===== src/rtl/awp_pkg.sv =====
// Shared types and constants for the AWP coprocessor host interface.
// Bit indices follow the big-endian [0:N] numbering of the AWP buses.
package awp_pkg;

  typedef enum logic [2:0] {
    ST_IDLE,
    ST_RUN,
    ST_MEMRD,
    ST_OKP,
    ST_FIN
  } state_t;

  localparam logic [1:0] LP_R1 = 2'b01;
  localparam logic [1:0] LP_R2 = 2'b10;
  localparam logic [1:0] LP_R3 = 2'b11;

  localparam int FLAG_Z = 0;
  localparam int FLAG_M = 1;
  localparam int FLAG_V = 2;
  localparam int FLAG_C = 3;

  localparam int FI_0 = 0;
  localparam int FI_1 = 1;
  localparam int FI_2 = 2;
  localparam int FI_3 = 3;
  localparam int NFI  = 4;

endpackage


===== src/rtl/awp_host_edge.sv =====
// Rising-edge detector: the previous level is registered and the
// pulse is high in the first cycle the input is seen high.
module awp_host_edge (
  input  logic clk_sys,
  input  logic rst,
  input  logic sig,
  output logic rise
);

  logic prev_reg;

  always_ff @(posedge clk_sys or posedge rst) begin
    if (rst) prev_reg <= 1'b0;
    else     prev_reg <= sig;
  end

  assign rise = sig & ~prev_reg;

endmodule


===== src/rtl/awp_host.sv =====
// CPU-side initiator for the AWP coprocessor: dispatches an FPU operation,
// serves AWP memory reads and register/flag traffic, and guards with a watchdog.
module awp_host
  import awp_pkg::*;
#(
  parameter int TIMEOUT = 1023,
  parameter int AW      = 16
) (
  input  logic          clk_sys,
  input  logic          rst,
  input  logic          start,
  input  logic [7:9]    ir,
  input  logic [0:AW-1] ea,
  input  logic [0:15]   r1,
  input  logic [0:15]   r2,
  input  logic [0:15]   r3,
  output logic          busy,
  output logic          done,
  output logic          tout,
  output logic          efp,
  output logic [0:15]   w,
  output logic          ok$,
  input  logic [0:15]   zp,
  input  logic          sr_fp,
  input  logic          read_fp,
  input  logic          rlp_fp,
  input  logic          lpa,
  input  logic          lpb,
  input  logic          s_fp,
  input  logic          ustr0_fp,
  input  logic          strob_fp,
  input  logic          ekc_fp,
  input  logic [0:3]    fi,
  output logic          mem_req,
  output logic [0:AW-1] mem_addr,
  input  logic          mem_ack,
  input  logic [0:15]   mem_data,
  output logic          reg_we,
  output logic [0:1]    reg_sel,
  output logic [0:15]   reg_data,
  output logic          flags_we,
  output logic [0:3]    flags,
  output logic [0:3]    int_req,
  input  logic [0:3]    int_ack
);

  localparam int WDW = $clog2(TIMEOUT + 1);

  state_t          state_reg, state_next;
  logic [0:AW-1]   addr_reg;
  logic [0:15]     buf_reg;
  logic [WDW-1:0]  wd_reg;
  logic            abort_reg, abort_next;
  logic            reg_we_reg, flags_we_reg;
  logic [0:1]      reg_sel_reg;
  logic [0:15]     reg_data_reg;
  logic [0:3]      flags_reg, int_req_reg, fi_set;
  logic            active, wd_expire, sr_rise, strob_rise;
  logic            read_done, reg_wr, flag_wr;
  logic [1:0]      lp_sel;
  logic            unused_ir;

  awp_host_edge u_sr_edge    (.clk_sys(clk_sys), .rst(rst), .sig(sr_fp),    .rise(sr_rise));
  awp_host_edge u_strob_edge (.clk_sys(clk_sys), .rst(rst), .sig(strob_fp), .rise(strob_rise));

  assign active    = (state_reg == ST_RUN) || (state_reg == ST_MEMRD) || (state_reg == ST_OKP);
  assign wd_expire = (wd_reg == WDW'(TIMEOUT - 1));
  assign lp_sel    = {lpa, lpb};
  assign read_done = (state_reg == ST_MEMRD) && (state_next == ST_OKP);
  assign reg_wr    = active && strob_rise && rlp_fp && s_fp;
  assign flag_wr   = active && strob_rise && ustr0_fp;
  assign fi_set    = {fi[FI_0], fi[FI_1], fi[FI_2], fi[FI_3]} & {NFI{active & ekc_fp}};
  assign unused_ir = ^ir;

  always_ff @(posedge clk_sys or posedge rst) begin
    if (rst) state_reg <= ST_IDLE;
    else     state_reg <= state_next;
  end

  // ekc_fp outranks the watchdog, which outranks normal progress.
  always_comb begin
    state_next = state_reg;
    abort_next = 1'b0;
    case (state_reg)
      ST_IDLE: if (start) state_next = ST_RUN;
      ST_RUN, ST_MEMRD, ST_OKP: begin
        if (ekc_fp) begin
          state_next = ST_FIN;
        end else if (wd_expire) begin
          state_next = ST_FIN;
          abort_next = 1'b1;
        end else if (state_reg == ST_RUN) begin
          if (sr_rise) state_next = ST_MEMRD;
        end else if (state_reg == ST_MEMRD) begin
          if (mem_ack) state_next = ST_OKP;
        end else begin
          state_next = ST_RUN;
        end
      end
      ST_FIN:  state_next = ST_IDLE;
      default: state_next = ST_IDLE;
    endcase
  end

  always_comb begin
    busy    = 1'b0;
    efp     = 1'b0;
    mem_req = 1'b0;
    ok$     = 1'b0;
    done    = 1'b0;
    tout    = 1'b0;
    case (state_reg)
      ST_RUN:   begin busy = 1'b1; efp = 1'b1; end
      ST_MEMRD: begin busy = 1'b1; efp = 1'b1; mem_req = 1'b1; end
      ST_OKP:   begin busy = 1'b1; efp = 1'b1; ok$ = 1'b1; end
      ST_FIN:   begin done = 1'b1; tout = abort_reg; end
      default:  ;
    endcase
  end

  always_comb begin
    w = 16'h0000;
    if (read_fp) begin
      w = buf_reg;
    end else if (rlp_fp && !s_fp) begin
      case (lp_sel)
        LP_R1:   w = r1;
        LP_R2:   w = r2;
        LP_R3:   w = r3;
        default: w = 16'h0000;
      endcase
    end
  end

  always_ff @(posedge clk_sys or posedge rst) begin
    if (rst) begin
      addr_reg  <= '0;
      buf_reg   <= '0;
      wd_reg    <= '0;
      abort_reg <= 1'b0;
    end else begin
      abort_reg <= abort_next;
      if (state_reg == ST_IDLE && start) begin
        addr_reg <= ea;
        wd_reg   <= '0;
      end else begin
        if (active) wd_reg <= wd_reg + WDW'(1);
        if (read_done) begin
          buf_reg  <= mem_data;
          addr_reg <= addr_reg + AW'(1);
        end
      end
    end
  end

  always_ff @(posedge clk_sys or posedge rst) begin
    if (rst) begin
      reg_we_reg   <= 1'b0;
      reg_sel_reg  <= '0;
      reg_data_reg <= '0;
      flags_we_reg <= 1'b0;
      flags_reg    <= '0;
    end else begin
      reg_we_reg   <= reg_wr;
      flags_we_reg <= flag_wr;
      if (reg_wr) begin
        reg_sel_reg  <= lp_sel;
        reg_data_reg <= zp;
      end
      if (flag_wr) begin
        flags_reg[FLAG_Z] <= zp[FLAG_Z];
        flags_reg[FLAG_M] <= zp[FLAG_M];
        flags_reg[FLAG_V] <= zp[FLAG_V];
        flags_reg[FLAG_C] <= zp[FLAG_C];
      end
    end
  end

  // A new request always beats a same-cycle acknowledge of that bit.
  generate
    for (genvar gi = 0; gi < NFI; gi++) begin : g_int
      always_ff @(posedge clk_sys or posedge rst) begin
        if (rst) int_req_reg[gi] <= 1'b0;
        else     int_req_reg[gi] <= (int_req_reg[gi] & ~int_ack[gi]) | fi_set[gi];
      end
    end
  endgenerate

  assign mem_addr = addr_reg;
  assign reg_we   = reg_we_reg;
  assign reg_sel  = reg_sel_reg;
  assign reg_data = reg_data_reg;
  assign flags_we = flags_we_reg;
  assign flags    = flags_reg;
  assign int_req  = int_req_reg;

endmodule


===== config.mk =====
export PLATFORM = sky130hd
export DESIGN_NAME = awp_host
export DESIGN_NICKNAME = d
export VERILOG_FILES = /design/src/rtl/awp_pkg.sv /design/src/rtl/awp_host_edge.sv /design/src/rtl/awp_host.sv
export SDC_FILE = /design/constraint.sdc
export NUM_CORES = 1
export LEC_CHECK = 0
export CAP_MARGIN = 20
export CORE_ASPECT_RATIO = 0.75
export CORE_MARGIN = 3
export CORE_UTILIZATION = 40
export CTS_CLUSTER_SIZE = 8
export DETAILED_ROUTE_END_ITERATION = 16
export MAX_ROUTING_LAYER = met4
export PLACE_DENSITY = 0.79
export SETUP_SLACK_MARGIN = 0.3
export SLEW_MARGIN = 0
export SYNTH_ARGS = -nofsm -noshare
export SYNTH_HDL_FRONTEND = slang
export SYNTH_SLANG_ARGS = --single-unit

===== constraint.sdc =====
create_clock -name clk_sys -period 7.1 [get_ports clk_sys]
set_input_delay 2.13 -clock clk_sys [delete_from_list [all_inputs] [get_ports clk_sys]]
set_output_delay 2.13 -clock clk_sys [all_outputs]
set_load 0.02 [all_outputs]

==> metrics.csv <==
metric,value,unit
outcome,finished clean,
Reg power frac,36.2,%
post-CTS setup buffer count,0,
CTS root buffer,clkbuf_16,
max-slew violations,0,
remaining global-route overflow,0,
Required @ worst endpoint,4.97,ns
worst r2r dst,reg_data[13],
"slowest stage delay, CP",0.79,ns
CTS Sinks,76,
"Seq/Total Area, Yosys",49.2,%
YS warnings,0,
Max-Cap Viols,0,
Synth Area in Adders,0.970,%
H-tree Lvls,3,
pwr/cell area,327,mW/mm²
routed len/inst,17.3,µm
GRT Total Usage,23.3,%
# IOs,186,
Post-Route Skew,0.0122,ns
Critical Path End Type,output pin,
XOR/XNOR Fraction of Synth Area,1.81,%
CP max stage cell,clkdlybuf4s50_1,
routed via count,3677,
Resize count post-CTS,0,
number of enable flip-flop cells after synthesis,0,
Die W,120,µm
via/cell ratio,5.22,
combinational share of power,42.7,%
simple-gate portion of the synthesized area,18.8,%
post-synthesis compound-gate area fraction,13.6,%
Pleak,0.00259,µW
Initial Utilization,41.9,%
ANT nets after route,0,
detailed-route DRC error count,0,
r2r startpoint,state_reg[0],
cell chain of the critical path,clkdlybuf4s50_1 -> buf_4 -> mux2_2 -> a22oi_1 -> o21ai_0 -> clkdlybuf4s50_1,
Hold EP,buf_reg[5],
crit path max fanout,12,
RSZ-0062 raised after global routing,false,
"Arr. time, crit path",4.50,ns
# nets final,694,
routability-driven placement congestion ratio,0.855,
CTS buffer count,9,
crit path time final,6.63,ns
fin crit share,93.3,%
clk slew on worst S/H paths,0.06,ns
final worst slack,0.474,ns
ys flop type,dfrtp_1,
die area,0.0109,mm²
"Hold-fix buffers, CTS",0,
IO buf count,182,
global-route wire length before repair,19.7,mm
antenna violations before repair,0,
share of cells above drive strength 1,11.8,%
startpoint types,primary input,
flop-to-flop setup slack,4.47,ns
hold_sp,buf_reg[5],
Worst Hold Depth,2,
switching share of power,36.3,%
"most common cell after layout, fill and taps aside",clkdlybuf4s50_1,
Die Ht,91.2,µm
Net Switching,724,µW
worst skew pair latency,0.33,ns
final hold viol count,0,
Slew @ Worst Pin,0.956,ns
Mapped Cells,393,
most frequent cells in the layout,"clkdlybuf4s50_1, nand2_1, dfrtp_1",
Mapped Avg Cell Area,9.84,µm²
ant diodes,0,
clk buf depth,2,
Hold/Removal Path Class,reg2reg,
setup violators final,0,
1st-iter DRT viols,256,
dpl ws,0.467,ns
vias in the first global route,3685,
main combinational cell family by area after synthesis,simple AND/OR/NAND/NOR gates,
Setup TNS Final,0,ns
worst setup path class,in2out,
TritonRoute pass-1 iters,5,
syn_nets,516,
"FF+latch count, synth",76,
internal power,1270,µW
Clk pwr share,21.1,%
"Async S/R FF share, synth",100,%
Synth Cell Area,0.00387,mm²
Worst Reg-to-Reg Cells,5,
Slew headroom,36.3,%
TritonCTS clock tree,built,
post-synthesis mux area share,11.1,%
Max IR drop VDD,181,µV
core box area,0.00923,mm²
Worst path most repeated cell,clkdlybuf4s50_1,
"Area growth, synth to finish",57.9,%
Critical path buffers and inverters,3,
FMAX,151,MHz
post-layout util,66.1,%
"delay-heaviest family, CP",buffers and inverters,
Netlist cell types,45,
largest net degree at the start of global routing,77,
# rows,30,
WL final,12.2,mm
Post-DP HPWL,9.26,mm
[power by group through the flow]
stage	logic (µW)	registers, µW	clock network [µW]
after detailed placement	855	729	0
after global placement	834	718	0
after global routing	912	747	455
final	852	723	421
after CTS	858	722	433
after floorplan	303	841	0
[Yosys cell counts, drive strengths merged (8+ instances only)]
cell type   n  area (µm²)
a221o      11         110
nor3        9        45.0
o21ai      33         165
mux2       38         428
nor2       17        66.3
buf        11        83.8
dfrtp      76        1900
a22oi      16         120
nand2      81         304
xor2        8        70.1
inv        13        48.8
nand3      13        65.1
clkbuf     12        45.0
[how the worst max path moves through the flow]
stage | from | slack, ns | depth (start not counted) | end
6_report | lpb | 0.47 | 6 | w[8]
5_1_grt | lpb | 0.32 | 4 | w[4]
4_1_cts | lpb | 0.45 | 4 | w[8]
3_5_place_dp | lpb | 0.47 | 4 | w[8]
3_3_place_gp | lpb | 0.52 | 4 | w[9]
2_1_floorplan | lpb | 1.27 | 6 | w[10]
[layout make-up]
cell class,instances,area [µm²]
fillers,723,3130
repair buffers,190,1920
flip-flops and latches,76,1900
multi-input cells,281,1800
clock buffers,10,239
well taps,128,160
inverters,13,50.0
clock inverters,6,38.8
[cell families after synthesis]
kind of cell,count (synthesis)
compound gates,78
buf+inv,36
fa+ha+maj,3
xor+xnor,8
flops,76
simple gates,154
mux,38
[layer usage]
| metal | routed length (µm) | global-route usage (%) | vias up | part of all wire [%] |
|---|---|---|---|---|
| met1 | 5260 | 29.7 | 1796 | 43 |
| met2 | 6140 | 37.7 | 135 | 50 |
| met4 | 34 | 4.58 | 0 | 0.28 |
| li1 | - | - | 1742 | - |
| met3 | 748 | 6.29 | 4 | 6.1 |
| met5 | 0 | - | - | 0 |
[stage by stage]
stage,total power (µW),instances,cell area [µm²],hold slack [ns]
final,2000,704,6110,0.475
after global routing,2110,704,6110,0.499
after CTS,2010,702,6050,0.478
after detailed placement,1580,686,5770,0.463
after global placement,1550,686,5770,0.458
after floorplan,1140,393,3870,0.446
[worst reg2reg max path, cell delays in order, from the launching register on]
cell and delay (ns):
dfrtp_1 0.45, nor2_1 0.11, or2_1 0.33, nor3b_1 0.41, and3_1 0.78, mux2_2 0.43
No activity file was read; power rests on OpenSTA's default activity.
